## src/rtl/traffic_intersection_ctrl.sv

```systemverilog
// traffic_intersection_ctrl
//   Two-approach (NS / EW) intersection controller with an all-way
//   pedestrian walk phase. Moore FSM: lamps and walk decode from the state
//   register only. A per-phase down-counter sets each phase length. NS green
//   is extended while no EW vehicle and no pending pedestrian is waiting.
//
// Optional feature (macro EMERGENCY_PREEMPT_EN):
//   Adds input emg and state PRE (code 7). Greens yield through a full yellow.
//   Yellow and all-red phases finish normally, then enter PRE. WALK aborts
//   straight to PRE. PRE holds all-red while emg=1. It then runs one
//   ALLRED_CYC clearance and returns to NS green. Without the macro, code 7 is
//   unused and recovers to RED_B.
//
// Ports:
//   clk       in   sole clock, rising edge
//   rst       in   synchronous active-high reset
//   ped_req   in   pedestrian button (level, sampled every cycle)
//   car_ew    in   vehicle present on the EW approach
//   emg       in   emergency preemption request (only with EMERGENCY_PREEMPT_EN)
//   light_ns  out  NS lamp, 00=Red 01=Yellow 10=Green
//   light_ew  out  EW lamp, same encoding
//   walk      out  all-way pedestrian walk
//   ped_pend  out  pedestrian request latched and not yet served
//   state_o   out  current FSM state code
module traffic_intersection_ctrl #(
  parameter int TMR_W      = 8,
  parameter int GREEN_CYC  = 20,
  parameter int YELLOW_CYC = 4,
  parameter int ALLRED_CYC = 2,
  parameter int WALK_CYC   = 10
) (
  input  logic       clk,
  input  logic       rst,
  input  logic       ped_req,
  input  logic       car_ew,
`ifdef EMERGENCY_PREEMPT_EN
  input  logic       emg,
`endif
  output logic [1:0] light_ns,
  output logic [1:0] light_ew,
  output logic       walk,
  output logic       ped_pend,
  output logic [2:0] state_o
);

  typedef enum logic [2:0] {
    NS_G  = 3'd0,
    NS_Y  = 3'd1,
    RED_A = 3'd2,
    EW_G  = 3'd3,
    EW_Y  = 3'd4,
    RED_B = 3'd5,
    WALK  = 3'd6
`ifdef EMERGENCY_PREEMPT_EN
    , PRE = 3'd7
`endif
  } state_t;

  localparam logic [1:0] LAMP_RED    = 2'b00;
  localparam logic [1:0] LAMP_YELLOW = 2'b01;
  localparam logic [1:0] LAMP_GREEN  = 2'b10;

  // dir remembers which approach gets green after a walk phase.
  localparam logic DIR_NS = 1'b0;
  localparam logic DIR_EW = 1'b1;

  // Parameter range checks, evaluated at elaboration time.
  localparam longint MAX_CYC = longint'(1) << TMR_W;

  if (TMR_W < 1 || TMR_W > 32) begin : g_bad_tmr_w
    $error("traffic_intersection_ctrl: TMR_W out of range");
  end
  if (GREEN_CYC < 1 || longint'(GREEN_CYC) > MAX_CYC) begin : g_bad_green
    $error("traffic_intersection_ctrl: GREEN_CYC out of range");
  end
  if (YELLOW_CYC < 1 || longint'(YELLOW_CYC) > MAX_CYC) begin : g_bad_yellow
    $error("traffic_intersection_ctrl: YELLOW_CYC out of range");
  end
  if (ALLRED_CYC < 1 || longint'(ALLRED_CYC) > MAX_CYC) begin : g_bad_allred
    $error("traffic_intersection_ctrl: ALLRED_CYC out of range");
  end
  if (WALK_CYC < 1 || longint'(WALK_CYC) > MAX_CYC) begin : g_bad_walk
    $error("traffic_intersection_ctrl: WALK_CYC out of range");
  end

  // Timer reload values: a phase of N cycles counts N-1 down to 0.
  localparam logic [TMR_W-1:0] LD_GREEN  = TMR_W'(GREEN_CYC - 1);
  localparam logic [TMR_W-1:0] LD_YELLOW = TMR_W'(YELLOW_CYC - 1);
  localparam logic [TMR_W-1:0] LD_ALLRED = TMR_W'(ALLRED_CYC - 1);
  localparam logic [TMR_W-1:0] LD_WALK   = TMR_W'(WALK_CYC - 1);

  state_t           state;
  state_t           state_nxt;
  logic [TMR_W-1:0] timer;
  logic             reload;
  logic             dir;
  logic             tmr_zero;

  assign tmr_zero = (timer == '0);

  function automatic logic [TMR_W-1:0] phase_load(input state_t s);
    case (s)
      NS_G, EW_G: phase_load = LD_GREEN;
      NS_Y, EW_Y: phase_load = LD_YELLOW;
      WALK:       phase_load = LD_WALK;
      default:    phase_load = LD_ALLRED;  // RED_A, RED_B and PRE
    endcase
  endfunction

  // Next-state logic.
  // NOTE: every signal driven here gets a default first, so no path through
  // the case can leave it unassigned and infer a latch.
  always_comb begin
    state_nxt = state;
    reload    = 1'b0;
    case (state)
      NS_G: begin
`ifdef EMERGENCY_PREEMPT_EN
        if (emg) state_nxt = NS_Y;
        else
`endif
        if (tmr_zero) begin
          if (car_ew || ped_pend) state_nxt = NS_Y;
          else                    reload    = 1'b1;  // green extension
        end
      end
      NS_Y: if (tmr_zero) state_nxt = RED_A;
      RED_A: begin
        if (tmr_zero) begin
`ifdef EMERGENCY_PREEMPT_EN
          if (emg) state_nxt = PRE;
          else
`endif
          if (ped_pend) state_nxt = WALK;
          else          state_nxt = EW_G;
        end
      end
      EW_G: begin
`ifdef EMERGENCY_PREEMPT_EN
        if (emg) state_nxt = EW_Y;
        else
`endif
        if (tmr_zero) state_nxt = EW_Y;
      end
      EW_Y: if (tmr_zero) state_nxt = RED_B;
      RED_B: begin
        if (tmr_zero) begin
`ifdef EMERGENCY_PREEMPT_EN
          if (emg) state_nxt = PRE;
          else
`endif
          if (ped_pend) state_nxt = WALK;
          else          state_nxt = NS_G;
        end
      end
      WALK: begin
`ifdef EMERGENCY_PREEMPT_EN
        if (emg) state_nxt = PRE;
        else
`endif
        if (tmr_zero) state_nxt = (dir == DIR_EW) ? EW_G : NS_G;
      end
`ifdef EMERGENCY_PREEMPT_EN
      PRE: begin
        // Clearance timer stays parked at full length until emg drops.
        if (emg)           reload    = 1'b1;
        else if (tmr_zero) state_nxt = NS_G;
      end
`endif
      default: state_nxt = RED_B;  // unused code recovers to a safe all-red
    endcase
  end

  // NOTE: the reset branch lives inside the clocked block, so reset is
  // synchronous and only takes effect on a rising edge.
  always_ff @(posedge clk) begin
    if (rst) begin
      state    <= NS_G;
      timer    <= LD_GREEN;
      dir      <= DIR_EW;
      ped_pend <= 1'b0;
    end else begin
      // NOTE: state registers use non-blocking assignments so every flop
      // samples the pre-edge values, regardless of statement order.
      state <= state_nxt;

      if (state_nxt != state || reload) timer <= phase_load(state_nxt);
      else                              timer <= timer - TMR_W'(1);

      if (state == RED_A)      dir <= DIR_EW;
      else if (state == RED_B) dir <= DIR_NS;

      // A press on the cycle WALK is entered, or during WALK, is served by
      // that walk and is not latched again.
      if (state_nxt == WALK || state == WALK) ped_pend <= 1'b0;
      else if (ped_req)                       ped_pend <= 1'b1;
    end
  end

  // Moore output decode.
  always_comb begin
    light_ns = LAMP_RED;
    light_ew = LAMP_RED;
    walk     = 1'b0;
    case (state)
      NS_G:    light_ns = LAMP_GREEN;
      NS_Y:    light_ns = LAMP_YELLOW;
      EW_G:    light_ew = LAMP_GREEN;
      EW_Y:    light_ew = LAMP_YELLOW;
      WALK:    walk     = 1'b1;
      default: ;
    endcase
  end

  assign state_o = state;

endmodule

```

## config.mk

```make
export PLATFORM = sky130hd
export DESIGN_NAME = traffic_intersection_ctrl
export DESIGN_NICKNAME = d
export VERILOG_FILES = /design/src/rtl/traffic_intersection_ctrl.sv
export SDC_FILE = /design/constraint.sdc
export NUM_CORES = 1
export LEC_CHECK = 0
export BUFFER_PORTS_ARGS = -buffer_cell sky130_fd_sc_hd__buf_4
export CAP_MARGIN = 20
export CORE_MARGIN = 4
export CORE_UTILIZATION = 50
export CTS_CLUSTER_SIZE = 10
export DETAILED_ROUTE_END_ITERATION = 7
export GPL_ROUTABILITY_DRIVEN = 0
export PLACE_DENSITY = 0.82
export SLEW_MARGIN = 10
export SYNTH_ARGS = -nofsm -noshare
export SYNTH_HDL_FRONTEND = slang
export SYNTH_SLANG_ARGS = --single-unit
```

## constraint.sdc

```tcl
create_clock -name clk -period 5.3 [get_ports clk]
set_input_delay 0.795 -clock clk [delete_from_list [all_inputs] [get_ports clk]]
set_output_delay 0.795 -clock clk [all_outputs]
set_load 0.05 [all_outputs]
```

== Word level (Yosys, flattened, before mapping) ==
Index checks and enable logic that the tools add are counted.

* Shift operators: 0
* Bitwise gates (word level): 0
* $add $sub $neg: 1
* Muxes and demuxes: 20
* Equality and inequality tests: 11
* Magnitude comparators: 0
* Divide/modulo/power cells: 0
* Multipliers: 0
* Reduce and logical (&&, ||, !) cells: 10

{| class="wikitable"
|+ Operators with widths
! kind !! number
|-
| $mux W3 || 10
|-
| $pmux W3 S7 || 1
|-
| $eq A3 B3 Y1 const B || 5
|-
| $pmux W5 S3 || 1
|-
| $eq A3 B2 Y1 const B || 3
|-
| $logic_not A8 Y1 || 1
|-
| $mux W8 || 1
|-
| $pmux W2 S2 || 2
|-
| $reduce_or A2 Y1 || 4
|-
| $sub A8 B1 Y8 const B || 1
|-
| $eq A3 B1 Y1 const B || 2
|-
| $logic_not A3 Y1 || 2
|-
| $mux W1 || 4
|-
| $logic_or A1 B1 Y1 || 3
|-
| $ne A3 B3 Y1 || 1
|-
| $mux W2 || 1
|}

* Memory bits (read-only): 0
* Word-level logic and storage cells: 46
* Output and inout bits: 9
* Memories: 0
* Latch bits: 0
* Input bits: 4
* Bits in writable memories: 0
* Bits in registers: 13

== Longest topological paths before layout ==
* Depth after elaboration: 8
* Gate-level depth with buffers: 7
* Gate-level depth less buffers: 7

== Least setup slack after synthesis ==
No wires, ideal clock.

* Path type: flip-flop to output port
* From: reg state[2], in the netlist state_o[2]
* To: out light_ew[0]
* Arrival time: 2168 ps
* Path slack: 2337 ps
* Path buffers: 1
* Required time: 4505 ps
* Stages on the path, launching flop included: 4
* Cells stage by stage: dfxtp_1 clkbuf_1 inv_1 nor3_1

* Longest elaborated chain between the ends: 2
* Elaborated cells between the ends (all ways): 3
* Those cells by class: 2 x eq/ne; 1 x mux

{| class="wikitable"
|+ Ends and longest elaborated chain
! item !! line !! RTL
|-
| start: declaration || 92 || <nowiki>state_t state;</nowiki>
|-
| start signal: assignment || 185 || <nowiki>state <= state_nxt;</nowiki>
|-
| $eq A3 B3 Y1 or $eq A3 B2 Y1 (tied branches) || 205 || <nowiki>case (state)</nowiki>
|-
| $pmux W2 S2 * || 205 ||
|-
| end: declaration || 40 || <nowiki>output logic [1:0] light_ew,</nowiki>
|}

Mark *: on every way between the ends. The rest lies on a longest branch, timed or not.

== Final worst setup path ==
* From: reg state[1], in the netlist state_o[1]
* To: out walk

* Longest elaborated chain between the ends: 2

{| class="wikitable"
|+ Ends and longest elaborated chain
! item !! line !! RTL
|-
| $eq A3 B3 Y1 || 205 ||
|-
| $mux W1 || 205 ||
|-
| end: declaration || 41 || <nowiki>output logic walk,</nowiki>
|}

Every way passes these cells.

==> results.md <==
- Fin crit share: 0.430
- Worst Path Max Fanout: 15
- Lkg Pwr: 0.358 nW
- Layout cells sized above 1: 0.214
- Critical path class: register to output pin
- Rows: 13
- WL/cell: 13.8 µm
- # Max-Cap Violations: 0
- Nets@finish: 110
- Clock skew: 0.00741 ns
- Vias per cell: 6.10
- Worst skew pair latency: 0.28 ns
- Total number of H-tree levels: 1
- Worst Tran Pin Value: 0.469 ns
- IO buf count: 12
- Synth Warn #: 0
- Max Clk Rate: 439 MHz
- Post-detail-place hpwl: 1200 µm
- Post-synth EDFFs: 0
- Final WL: 1630 µm
- Die area: 0.00223 mm²
- Initial antenna violation count: 0
- Switching Power: 51.0 µW
- Worst-path clk slew: 0.08 ns
- Post-CTS setup buffers: 0
- Final ANT Viol Nets: 0
- Chip width: 47.3 µm
- Total track usage: 0.184
- Clk pwr share: 0.328
- Hold_buf cts: 0
- Gr ovfl total: 0
- Ports: 13
- Seq pwr share: 0.553
- Synth Register Bits: 13
- Vias in the first global route: 635
- Drt drc: 0
- Fin crit period: 2.28 ns
- Worst hold path class: register to register
- CTS Buf Count: 3
- Clk sinks: 13
- Post-route setup TNS: 0 ns
- Maximum VDD drop: 0.000145 V
- CP startpoint kind: register
- Cts repair resizes: 0
- Net Sw Frac: 0.266
- Initial core utilization: 0.557
- WHS: 0.430 ns
- Ys flop type: dfxtp_1
- Final Hold Fails: 0
- Max Slew Vio Count: 0
- Worst Path Required: 4.51 ns
- Max clock buf depth: 2
- Fillers: 113
- Setup Viol. Count Final: 0
- Yosys cell types: 35
- Vias post-DR: 720
- FFs w/ async S/R, synth: 0
- Post-Syn Nets: 97
- RSZ-0062 raised after global routing: no
- Syn-to-layout area delta: 15.6%
- CP arrival: 1.48 ns
- Reg2reg setup slack: 3.20 ns
- Register area share after synthesis: 0.338
- TritonCTS clock tree: yes
- Outcome: complete, no violations
- Power Internal: 141 µW
- Cell area after synthesis: 771 µm²
- Slew Limit Headroom: 0.687
- Critical Path End Type: output pin
- Final antenna diode count: 0
- Cells after Synth: 91
- Largest net degree at the start of global routing: 16
- DR pass1 iterations: 4
- Combinational fraction of design power: 0.119
- CTS Root Cell: clkbuf_4
- Core outline area: 0.00138 mm²
- Iter 0 DRT Violations: 17
- Synthesized area per cell: 8.47 µm²
- Global-route wire length before repair: 2820 µm
- Ratio of total power to cell area: 215 mW/mm²
- Chip height: 47.3 µm
==> cell usage in the layout, fill, tap and decap left out, types with 2 or more instances in the layout <==
master	instances
a211oi_1	2
a21oi_1	5
and3_1	3
buf_4	12
clkbuf_4	3
dfxtp_1	13
ha_1	2
inv_1	7
nand2_1	6
nand3_1	5
nor2_1	5
nor3_1	7
nor3b_1	2
o2111a_1	2
o21ai_0	3
o31a_1	2
xnor2_1	3
xor2_1	3
==> flip-flops by register name (all words and copies together), names as in the netlist <==
signal / count
state_o: 3
dir: 1
timer: 8
ped_pend: 1
==> cell families (layout without fill, tap and decap cells) <==
kind of cell               after synthesis  after routing  synth area share
adders and majority gates                2              2            0.0325
buffers and inverters                   11             23            0.0536
and+or+nand+nor                         35             35             0.250
AOI/OAI and AO/OA                       24             24             0.258
DFF                                     13             13             0.338
xor gates and xnor gates                 6              6            0.0682
==> routing by layer <==
metal	track usage	up-vias	wire, µm	part of all wire
met5	0	-	0	0
met2	0.257	16	718	0.44
met3	0.0345	5	59	0.036
met4	0.133	0	50	0.031
met1	0.249	337	798	0.49
li1	-	362	-	-
==> power groups by stage <==
stage / Combinational (mW) / Clock [mW] / Sequential (mW)
5_1_grt: 0.0258 / 0.0699 / 0.107
4_1_cts: 0.0228 / 0.0649 / 0.106
3_5_place_dp: 0.0226 / 0 / 0.108
3_3_place_gp: 0.0223 / 0 / 0.108
6_report: 0.0228 / 0.0629 / 0.106
2_1_floorplan: 0.0151 / 0 / 0.110
==> critical path: stages (launching register included) <==
cell and delay (ns):
dfxtp_1 0.62, nand3_1 0.27, inv_1 0.11, buf_4 0.20
==> path summary, 6_finish.rpt <==
| path | startpoint | endpoint | cells after the start |
|---|---|---|---|
| hold / removal | timer[0] | timer[0] | 1 |
| setup / recovery | state_o[1] | walk | 3 |
| hold reg to reg | timer[0] | timer[0] | 1 |
| setup reg to reg | timer[0] | timer[4] | 7 |
==> Yosys cell counts (2+ instances only) <==
library cell	n	area share
dfxtp_1	13	0.34
o21ai_0	3	0.019
nor3b_1	2	0.019
xor2_1	3	0.034
nor2_1	5	0.024
nor3_1	7	0.045
o2111a_1	2	0.029
a211oi_1	2	0.019
xnor2_1	3	0.034
buf_1	2	0.0097
and3_1	3	0.024
ha_1	2	0.032
a21oi_1	5	0.032
nand3_1	5	0.032
inv_1	7	0.034
o31a_1	2	0.023
clkbuf_1	2	0.0097
nand2_1	6	0.029
==> final cells by class <==
cell class / instances / area (µm²) / area share
inverter: 7 / 26.3 / 0.0295
tap: 15 / 18.8 / 0.0211
clock buffer: 4 / 26.3 / 0.0295
timing repair buffer: 12 / 90.1 / 0.101
multi-input combinational: 67 / 469 / 0.527
sequential: 13 / 260 / 0.292
==> stage by stage <==
step                utilization  std cells  power [mW]  area [µm²]  worst slack [ns]
finish                    0.644        118       0.192         891              3.02
global route              0.644        118       0.203         891              2.90
CTS                       0.644        118       0.194         891              3.06
detailed placement        0.625        114       0.131         865              3.20
global placement          0.625        114       0.131         865              3.23
floorplan                     -         91       0.125         771              2.34
(Power assumes the default switching activity.)
